==> config.mk <==
export PLATFORM = sky130hd
export DESIGN_NAME = reg_dump
export DESIGN_NICKNAME = d
export VERILOG_FILES = /design/src/rtl/reg_dump.sv
export SDC_FILE = /design/constraint.sdc
export NUM_CORES = 1
export LEC_CHECK = 0
export CORE_MARGIN = 8
export CORE_UTILIZATION = 40
export CTS_CLUSTER_SIZE = 8
export DETAILED_ROUTE_END_ITERATION = 16
export PLACE_DENSITY = 0.67
export RECOVER_POWER = 100
export SLEW_MARGIN = 20
export SYNTH_ARGS = -nofsm -noshare
export SYNTH_HDL_FRONTEND = slang
export SYNTH_SLANG_ARGS = --single-unit
==> constraint.sdc <==
create_clock -name CLK -period 4.8 [get_ports CLK]
set_clock_uncertainty 0.05 [all_clocks]
set_input_delay 0.48 -clock CLK [delete_from_list [all_inputs] [get_ports CLK]]
set_output_delay 0.48 -clock CLK [all_outputs]
set_load 0.05 [all_outputs]
==> src/rtl/reg_dump.sv <==
// reg_dump: read-side sequencer for the register file debug/scan port.
// On START it walks every register pair through the two asynchronous read
// ports and streams each value, tagged with its index, on a VALID/READY port.
//
// Ports:
//   CLK          rising-edge clock
//   RESET        synchronous active-low reset
//   START        begin-dump request, honoured only when idle
//   OUT1ADDRESS  read port 1 address (even register of the pair)
//   OUT2ADDRESS  read port 2 address (odd register of the pair)
//   OUT1/OUT2    read port data
//   DATA/INDEX   streamed value and its register number
//   VALID/READY  stream handshake; a beat moves on an edge with both high
//   BUSY         dump in progress
//   DONE         one-cycle pulse after the last beat transfers
module reg_dump #(
  parameter int unsigned NREGS  = 8,
  parameter int unsigned ADDR_W = 3,
  parameter int unsigned DATA_W = 8,
  parameter int unsigned SETTLE = 1
) (
  input  logic              CLK,
  input  logic              RESET,
  input  logic              START,
  output logic [ADDR_W-1:0] OUT1ADDRESS,
  output logic [ADDR_W-1:0] OUT2ADDRESS,
  input  logic [DATA_W-1:0] OUT1,
  input  logic [DATA_W-1:0] OUT2,
  output logic [DATA_W-1:0] DATA,
  output logic [ADDR_W-1:0] INDEX,
  output logic              VALID,
  input  logic              READY,
  output logic              BUSY,
  output logic              DONE
);

  localparam int unsigned P_W    = (ADDR_W > 1) ? ADDR_W - 1 : 1;
  localparam int unsigned CNT_W  = 3;
  localparam logic [P_W-1:0] P_LAST = P_W'(NREGS / 2 - 1);

  typedef enum logic [1:0] {IDLE, WAIT, SEND0, SEND1} state_t;

  state_t              r_state, w_state;
  logic [P_W-1:0]      r_p, w_p;
  logic [CNT_W-1:0]    r_cnt, w_cnt;
  logic [DATA_W-1:0]   r_buf1, w_buf1;
  logic [ADDR_W-1:0]   r_addr1, w_addr1;
  logic [ADDR_W-1:0]   r_addr2, w_addr2;
  logic [DATA_W-1:0]   r_data, w_data;
  logic [ADDR_W-1:0]   r_index, w_index;
  logic                r_valid, w_valid;
  logic                r_busy, w_busy;
  logic                r_done, w_done;

  // State and registered outputs
  always_ff @(posedge CLK) begin
    if (!RESET) begin
      r_state <= IDLE;
      r_p     <= '0;
      r_cnt   <= '0;
      r_buf1  <= '0;
      r_addr1 <= '0;
      r_addr2 <= '0;
      r_data  <= '0;
      r_index <= '0;
      r_valid <= 1'b0;
      r_busy  <= 1'b0;
      r_done  <= 1'b0;
    end else begin
      r_state <= w_state;
      r_p     <= w_p;
      r_cnt   <= w_cnt;
      r_buf1  <= w_buf1;
      r_addr1 <= w_addr1;
      r_addr2 <= w_addr2;
      r_data  <= w_data;
      r_index <= w_index;
      r_valid <= w_valid;
      r_busy  <= w_busy;
      r_done  <= w_done;
    end
  end

  // Next-state and next-output logic
  always_comb begin
    w_state = r_state;
    w_p     = r_p;
    w_cnt   = r_cnt;
    w_buf1  = r_buf1;
    w_addr1 = r_addr1;
    w_addr2 = r_addr2;
    w_data  = r_data;
    w_index = r_index;
    w_valid = r_valid;
    w_busy  = r_busy;
    w_done  = 1'b0;

    unique case (r_state)
      IDLE: begin
        if (START) begin
          w_state = WAIT;
          w_p     = '0;
          w_addr1 = '0;
          w_addr2 = ADDR_W'(1);
          w_cnt   = CNT_W'(SETTLE);
          w_busy  = 1'b1;
        end
      end
      WAIT: begin
        if (r_cnt != '0) begin
          w_cnt = r_cnt - CNT_W'(1);
        end else begin
          // Even register goes straight to DATA; odd one is parked for SEND1
          w_data  = OUT1;
          w_buf1  = OUT2;
          w_index = r_addr1;
          w_valid = 1'b1;
          w_state = SEND0;
        end
      end
      SEND0: begin
        if (READY) begin
          w_data  = r_buf1;
          w_index = r_addr2;
          w_state = SEND1;
        end
      end
      SEND1: begin
        if (READY) begin
          w_valid = 1'b0;
          if (r_p == P_LAST) begin
            w_state = IDLE;
            w_busy  = 1'b0;
            w_done  = 1'b1;
            w_p     = '0;
            w_addr1 = '0;
            w_addr2 = '0;
          end else begin
            w_state = WAIT;
            w_p     = r_p + P_W'(1);
            w_addr1 = r_addr1 + ADDR_W'(2);
            w_addr2 = r_addr2 + ADDR_W'(2);
            w_cnt   = CNT_W'(SETTLE);
          end
        end
      end
      default: w_state = IDLE;
    endcase
  end

  assign OUT1ADDRESS = r_addr1;
  assign OUT2ADDRESS = r_addr2;
  assign DATA        = r_data;
  assign INDEX       = r_index;
  assign VALID       = r_valid;
  assign BUSY        = r_busy;
  assign DONE        = r_done;

endmodule

==> run summary, run 1 <==
TritonCTS built the clock tree. The endpoint identified for the worst register-to-register timing path is DATA[4]$_SDFFE_PN0P_. Each instance of the synthesized netlist takes up on average 9.13 um^2. The smallest clock period supported by the final layout is computed as 2450 ps. The detailed-route via count is 1,311. The post-placement cell area is 2000 um^2. The number of global-route vias before repair came out at 1,361.

For this run, the number of Yosys warnings is 0. Measured along the x axis, the die boundary spans 79.6 um. The number of clock sinks came out at 33.

The xor/xnor cell area share of the yosys netlist is 0%. The final count of hold timing violations came out at 0. The worst hold path stage count came out at 2. The placed wire-length estimate is 2.56 mm. The area added between synthesis and finish came out at 30.9%. The die is 79.6 um tall. STA classifies the critical path startpoint as an input port. The arrival time of the worst setup path came out at 2610 ps. The maximum level of the CTS H-tree came out at 2. By area the synthesized netlist is led by dfxtp_1 (41%), nand2_1 (8.6%), mux2i_1 (6.8%). The startpoint identified for the worst hold timing path is r_cnt[2]$_SDFFE_PN0P_. The run finished, with violations left.

The adder-cell share of the synthesized area came out at 5.42%. The leakage dissipation came out at 0.000919 uW. The fraction of power consumed by combinational cells is 49.2%. After global routing the overflow that remains totals 0. The portion of synthesized area spent on multiplexers is 6.81%. The net load switching power is 563 uW. The number of cell rows came out at 23. The delay of the slowest cell on the worst path came out at 1150 ps.

The worst hold path terminates at r_cnt[2]$_SDFFE_PN0P_. The detail-routed via count per cell is 5.00. At the worst endpoint, the required time is 4960 ps.

Of all cell types, the one taking the most synthesized area is dfxtp_1. The clock-pin transition on the worst setup and hold timing paths came out at 70 ps. The top cell type's share of synthesized area is 40.9%. The main combinational cell family by area after synthesis is compound AO/OA/AOI/OAI gates. The final non-filler cell area came out at 2120 um^2. The pre-antenna-repair detailed-routing pass consisted of 4 iterations. The switching power share of the total is 42.8%. The worst ir drop on vdd is 0.415 mV.

The signal on the critical path passes through dlygate4sd3_1 > clkbuf_1 > a21boi_0 > a21boi_1. The summed negative setup slack over all endpoints is 0 ps. For this run, the top clock speed supported by timing is 409 MHz.

The clock power share came out at 20.4%. The number of nets in the synthesized netlist is 204. The number of instances in the synthesized netlist came out at 177. Global routing consumed, over all layers together, 12.2% of the routing resources.

The max-capacitance violation count came out at 1. The checks that failed: max-capacitance violations, max-slew violations. The post-route worst setup slack came out at 2350 ps. The number of nets in the layout came out at 238. The number of different library cells in the post-synthesis netlist came out at 33.

The first-pass GRT wire length came out at 6.16 mm. In this run the worst path has a maximum fanout of 41. The wire length after detailed routing is 3.64 mm. The layout cell share with drive strength beyond 1 is 5.19%. For the worst flop-to-flop path, the logic depth is 5. The total inserted antenna cells is 0. The min-delay analysis places its worst path in the category reg -> reg. During I/O placement, the number of pins put on the boundary was 40. The TritonCTS buffer count is 5. The pin count of the biggest net entering global routing came out at 42. The max-slew headroom at the worst pin came out at -5.80%. The die area came out at 6330 um^2. The slew at the pin closest to its max-slew limit is 1590 ps. Registers are responsible for 30.4% of the overall power.

After synthesis, flip-flops and latches occupy 40.9% of the total area. Setup repair after global routing left no endpoint under its margin. The number of hold buffers added after CTS was 0. The post-synthesis simple-gate area fraction came out at 20.6%. On the critical path, the stage with the largest delay is an instance of clkbuf_1. The portion of the clock cycle consumed by the worst path in the final layout came out at 51.0%. For this block, the initial DRC count from the detailed router was 72. The worst hold slack across all endpoints is 410 ps. The post-cts resize count is 0.

The weighted congestion at the end of routability-driven global placement is 0.775. The number of pins exceeding their max-slew limit in the final report is 42. The total power divided by cell area came out at 622 nW/um^2. The DRC violations left is 0. No sink is reached through more buffers than the 2 on the longest clock path. The remaining antenna violation count after routing came out at 0. The endpoint type of the worst setup path is a flip-flop. The count of buffers added on input and output ports is 38. The most used flip-flop cell after synthesis is dfxtp_1. The setup slack of the worst register-to-register path is 2560 ps.

Setup violations remaining at the end of the flow were counted as 0. The critical register-to-register path startpoint is r_state[0]$_SDFFE_PN0P_. Summing the areas of all compound-gate instances in the mapped netlist gives 20.7% of the synthesized area. The share of synthesized flip-flops with an asynchronous set or reset came out at 0%. The total area inside the core boundary comes to 3940 um^2. The critical path is of the in -> reg type. The clock latency of the later-clocked register in the worst-skew pair came out at 280 ps. In this run, synthesis inferred 0 flip-flops with an integrated enable.

Cells fill 53.7% of the core in the end. The cell internal power dissipation came out at 752 uW. The number of buffers inserted to repair setup after CTS is 0. The tree is rooted in a clkbuf_8. The worst slack at placement came out at 2550 ps. The area of the mapped netlist came out at 1620 um^2.

The wire length per cell is 13.9 um. The most critical setup path has its startpoint at RESET. The initial cell density of the core came out at 41.0%.

The number of antenna violations at the first check in global routing is 0. The register bit total from synthesis came out at 33.
-- metal layers --
metal	track usage, %	wire [um]
met2	19.6	1670
met3	5.07	268
met5	0	0
met4	4.63	31
met1	14.1	1670
-- cell families after synthesis --
kind of cell / after synthesis
simple gates: 66
compound gates: 41
flops: 33
buf+inv: 18
mux: 11
fa+ha+maj: 7
other cells: 1
-- registers in the layout, summed over array words and instances (netlist names) --
name / cells
OUT1ADDRESS: 2
DONE: 1
INDEX: 3
r_state: 2
r_cnt: 3
OUT2ADDRESS: 3
r_buf1: 8
DATA: 8
VALID: 1
r_p: 2
-- worst max path at each step --
stage | endpoint
after floorplan | r_cnt[2]$_SDFFE_PN0P_
after global placement | DATA[1]$_SDFFE_PN0P_
after detailed placement | DATA[0]$_SDFFE_PN0P_
after CTS | DATA[0]$_SDFFE_PN0P_
after global routing | r_cnt[0]$_SDFFE_PN0P_
final | r_cnt[0]$_SDFFE_PN0P_
-- placed cells by master, fill, tap and decap left out, drive strengths merged, types with 2 or more instances in the layout --
master          n
o211a          11
nand3b          4
a21oi           3
nor3            2
inv             6
dfxtp          33
nand3           2
and2            2
a21boi         11
mux2i          11
nor2            3
o21a            4
nor2b           4
ha              7
nand2          38
nand2b          8
o21ai           4
clkdlybuf4s50  18
clkbuf          8
o22ai           5
dlygate4sd3    20
-- Yosys cell counts (3+ instances only) --
master    count
a21boi_0      8
a21boi_1      3
a21oi_1       3
buf_2         6
buf_4         3
clkbuf_1      3
dfxtp_1      33
ha_1          7
inv_1         6
mux2i_1      11
nand2_1      37
nand2b_1      8
nand3b_1      4
nor2_1        3
nor2b_1       3
o211a_1      11
o21a_1        4
o22ai_1       5
-- layout make-up --
type / count / area (um^2)
flip-flops and latches: 33 / 661
clock inverters: 1 / 30.0
clock buffers: 7 / 86.3
well taps: 50 / 62.6
multi-input cells: 126 / 870
repair buffers: 39 / 384
inverters: 6 / 22.5
fillers: 371 / 1830
-- stage by stage --
| step | instances | total power (uW) |
|---|---|---|
| 2_1_floorplan | 177 | 900 |
| 3_3_place_gp | 254 | 1060 |
| 3_5_place_dp | 254 | 1080 |
| 4_1_cts | 262 | 1350 |
| 5_1_grt | 262 | 1400 |
| 6_report | 262 | 1320 |
-- power by group through the flow --
stage                     Combinational [uW]  Clock, uW  Sequential, uW
after detailed placement                 671          0             406
after floorplan                          334          0             566
after global placement                   655          0             403
after CTS                                676        272             401
final                                    648        268             399
after global routing                     704        287             410
-- critical path, delay by kind of cell --
family	cells	cell delay (ps)
AO/OA/AOI/OAI	2	450
buffers and inverters	2	1670
Power figures use the tool's default switching activity.
==> run 2, diff against run 1 <==
--- a/config.mk
+++ b/config.mk
@@ -9,7 +9,7 @@
 export CORE_UTILIZATION = 40
 export CTS_CLUSTER_SIZE = 8
 export DETAILED_ROUTE_END_ITERATION = 16
-export PLACE_DENSITY = 0.67
+export PLACE_DENSITY = 0.7
 export RECOVER_POWER = 100
 export SLEW_MARGIN = 20
 export SYNTH_ARGS = -nofsm -noshare
==> constraint.sdc (replaced) <==
create_clock -name CLK -period 2 [get_ports CLK]
set_clock_uncertainty 0.05 [all_clocks]
set_input_delay 0.2 -clock CLK [delete_from_list [all_inputs] [get_ports CLK]]
set_output_delay 0.2 -clock CLK [all_outputs]
set_load 0.05 [all_outputs]
==> run 2 against run 1 <==
The run now ends clean. First-iteration DRC count is 13% lower. Critical endpoint is now OUT1ADDRESS[1]. Worst hold slack worse by 2.7 ps. Largest cell class unchanged. Sequential cell count stayed put. Via count down 0.53%. Register-to-register slack worse by 2400 ps. Sequential power up 140%.
==> run summary, run 2 (synthesis gave the netlist of run 1 again) <==
The aggregate global routing overflow is 0 (unchanged). The critical register-to-register path startpoint is r_cnt[0]$_SDFFE_PN0P_. The combined buffer and inverter count along the critical path is 1 (-1). Walking the worst path, the cells encountered are dlygate4sd3_1. The area added between synthesis and finish came out at 34.0%. The final core utilization came out at 54.9% (+1.3 points). The worst register-to-register path ends at r_cnt[0]$_SDFFE_PN0P_. The slowest stage of the critical path is the dlygate4sd3_1 cell. The final cell count without fillers came out at 266 (+1.5%). In the layout the commonest cells are nand2_1 (37), dfxtp_1 (33), clkdlybuf4s50_1 (19), dlygate4sd3_1 (19), mux2i_1 (11). The max-capacitance violation count is 0 (-1). The first-pass GRT wire length came out at 6.08 mm (-1.3%). The beginning of the worst hold path is r_cnt[1]$_SDFFE_PN0P_. The number of pins exceeding their max-slew limit in the final report came out at 0 (-100%). The weighted congestion at the end of routability-driven global placement came out at 0.761 (-1.8%).

The worst ir drop on vdd is 0.760 mV (+83%). The number of DRC markers in iteration 0 came out at 63 (-13%). The clock power share came out at 20.2% (-0.2 points). The root cell of the clock tree is clkbuf_8.

The max-slew headroom at the worst pin came out at 64.9% (+71 points). Setup repair after global routing left no endpoint under its margin. The setup slack of the worst register-to-register path came to 170 ps (-2390 ps). The final count of hold timing violations is 0 (unchanged). The number of nets in the layout is 242 (+1.7%). The switching power share of the total is 42.1% (-0.75 points). The number of failing setup endpoints in the final timing report is 0 (unchanged). The net load switching power came to 1340 uW (+140%). The layout cell share with drive strength beyond 1 was 7.41% (+2.2 points). The final critical path takes up 91.8% of the cycle. The number of cell instances on the worst register-to-register path came out at 7 (+2). The detail-routed via count per cell is 4.90 (-2.0%). The number of hold buffers added after CTS came out at 0 (unchanged).

The largest fanout on the critical path came to 6 (-85%). The flow ran to the end, and the final reports show no timing, DRC or antenna violations. The final non-filler cell area came to 2170 um^2 (+2.4%). The library cell used most frequently in the layout, excluding fill and tap cells, is nand2_1. The worst hold slack across all endpoints came out at 408 ps (-2.65 ps).

The maximum level of the CTS H-tree is 2 (unchanged). The fraction of power consumed by combinational cells came out at 50.0% (+0.8 points). The number of iterations in the first detailed-routing pass is 4 (unchanged).

Based on the critical path, the design can be clocked at up to 544 MHz. The sum of met3 wire segment lengths after detailed routing is 225 um (-16%). The critical path is of the reg -> out type. The leakage dissipation is 0.000940 uW (+2.3%).

The pin count of the biggest net entering global routing is 42 (unchanged). The total routed wire length on the met1 layer is 1.58 mm (-5.2%). The number of placed instances with taps included is 258 (+1.6%). The total global routing track utilization came to 12.1% (-0.070 points).

The die area came to 6330 um^2 (unchanged). The number of antenna violations at the first check in global routing is 0 (unchanged). The fraction of power consumed by sequential logic came out at 29.8% (-0.6 points). The area inside the core boundary was 3940 um^2 (unchanged).

The DRC violations left is 0 (unchanged). The required time reported for the critical path endpoint came out at 1750 ps (-3210 ps). The highest metal layer carrying signal wires in the routed design is met4.

The clock latency of the later-clocked register in the worst-skew pair came out at 280 ps (about the same). The post-placement cell area is 2050 um^2 (+2.1%). The initial cell density of the core is 41.0% (unchanged). The slew at the pin closest to its max-slew limit is 524 ps (-1060 ps). The summed negative setup slack over all endpoints is 0 ps (unchanged). The kind of cell adding the most delay to the critical path is buffers and inverters.

The wire length per cell is 13.2 um (-5.0%). The path class of the tightest hold or removal check is reg -> reg. The detailed-route via count was 1,304 (-0.53%). The clock-pin transition on the worst setup and hold timing paths came out at 70 ps (about the same). The wire length on met2 came out at 1.65 mm (-1.0%). The buffer depth of the longest clock path came out at 2 (unchanged). The total power divided by cell area is 1470 nW/um^2 (+140%). The cell internal power dissipation was 1850 uW (+150%). The number of cell rows came to 23 (unchanged). The remaining antenna violation count after routing is 0 (unchanged).

The post-route minimum period is 1840 ps. The delay of the slowest cell on the worst path came out at 900 ps (-250 ps). The wire length after detailed routing came to 3.51 mm (-3.5%). The worst hold path stage count came to 2 (unchanged).

The chip width came out at 79.6 um (unchanged). The number of buffers added on ports came to 38 (unchanged). The most critical setup path has its startpoint at OUT1ADDRESS[1]$_SDFFE_PN0P_. The die extent in y came to 79.6 um (unchanged). The number of global-route vias before repair is 1,300 (-4.5%). The clock tree from TritonCTS is done.

STA classifies the critical path endpoint as an output port. The terminating pin of the worst hold path is r_cnt[1]$_SDFFE_PN0P_. The total inserted antenna cells came out at 0 (unchanged). The number of clock sinks came out at 33 (unchanged). The number of ports placed on the die boundary came to 40 (unchanged). The TritonCTS buffer count came out at 5 (unchanged). The worst setup path is launched from a flip-flop. The arrival time of the worst setup path is 1590 ps (-1020 ps).

The number of buffers inserted to repair setup after CTS came out at 0 (unchanged). The placed wire-length estimate is 2.48 mm (-3.0%).
-- run 2: cell types whose count changed in the layout (fill, tap and decap cells not counted) --
cell / change
clkdlybuf4s50_1: +1
a21boi_0: -1
buf_12: +1
o21ai_1: -1
buf_4: +3
o211a_4: +1
dlygate4sd3_1: -1
o21ai_0: +1
a21boi_1: +1
o211a_1: -1
-- run 2: stage by stage --
step	worst slack (ps)	total power [uW]
finish	163	3190
global route	31.3	3440
CTS	73.4	3270
detailed placement	89.1	2610
global placement	128	2600
floorplan	284	2160
-- run 2: worst max-delay path by stage --
stage / depth (start not counted) / slack (ps) / endpoint
5_1_grt: 7 / 30 / r_cnt[0]$_SDFFE_PN0P_
6_report: 1 / 160 / OUT1ADDRESS[1]
2_1_floorplan: 8 / 280 / r_cnt[2]$_SDFFE_PN0P_
4_1_cts: 6 / 70 / DATA[1]$_SDFFE_PN0P_
3_5_place_dp: 7 / 90 / DATA[0]$_SDFFE_PN0P_
3_3_place_gp: 6 / 130 / DATA[1]$_SDFFE_PN0P_
-- run 2: power groups by stage --
stage / logic, uW / registers [uW] / clock network (uW)
2_1_floorplan: 803 / 1360 / 0
3_3_place_gp: 1630 / 972 / 0
3_5_place_dp: 1640 / 970 / 0
4_1_cts: 1640 / 961 / 665
5_1_grt: 1750 / 979 / 704
6_report: 1600 / 951 / 643
-- run 2: timing repair --
action | in CTS | in global routing
gates resized for setup | 0 | 2
setup endpoints to repair | 0 | 11
endpoints found under the hold margin | 0 | 0
-- run 2: final cells by class --
class / count / area [um^2]
Sequential cell: 33 / 661
Clock inverter: 1 / 30.0
Tap cell: 50 / 62.6
Fill cell: 358 / 1780
Inverter: 6 / 22.5
Timing Repair Buffer: 43 / 427
Clock buffer: 7 / 86.3
Multi-Input combinational cell: 126 / 877
-- run 2: metal layers --
metal,vias to the layer above,GRT usage (%)
li1,681,-
met1,586,14.0
met2,32,19.0
met3,5,5.41
met4,0,5.19
met5,-,0
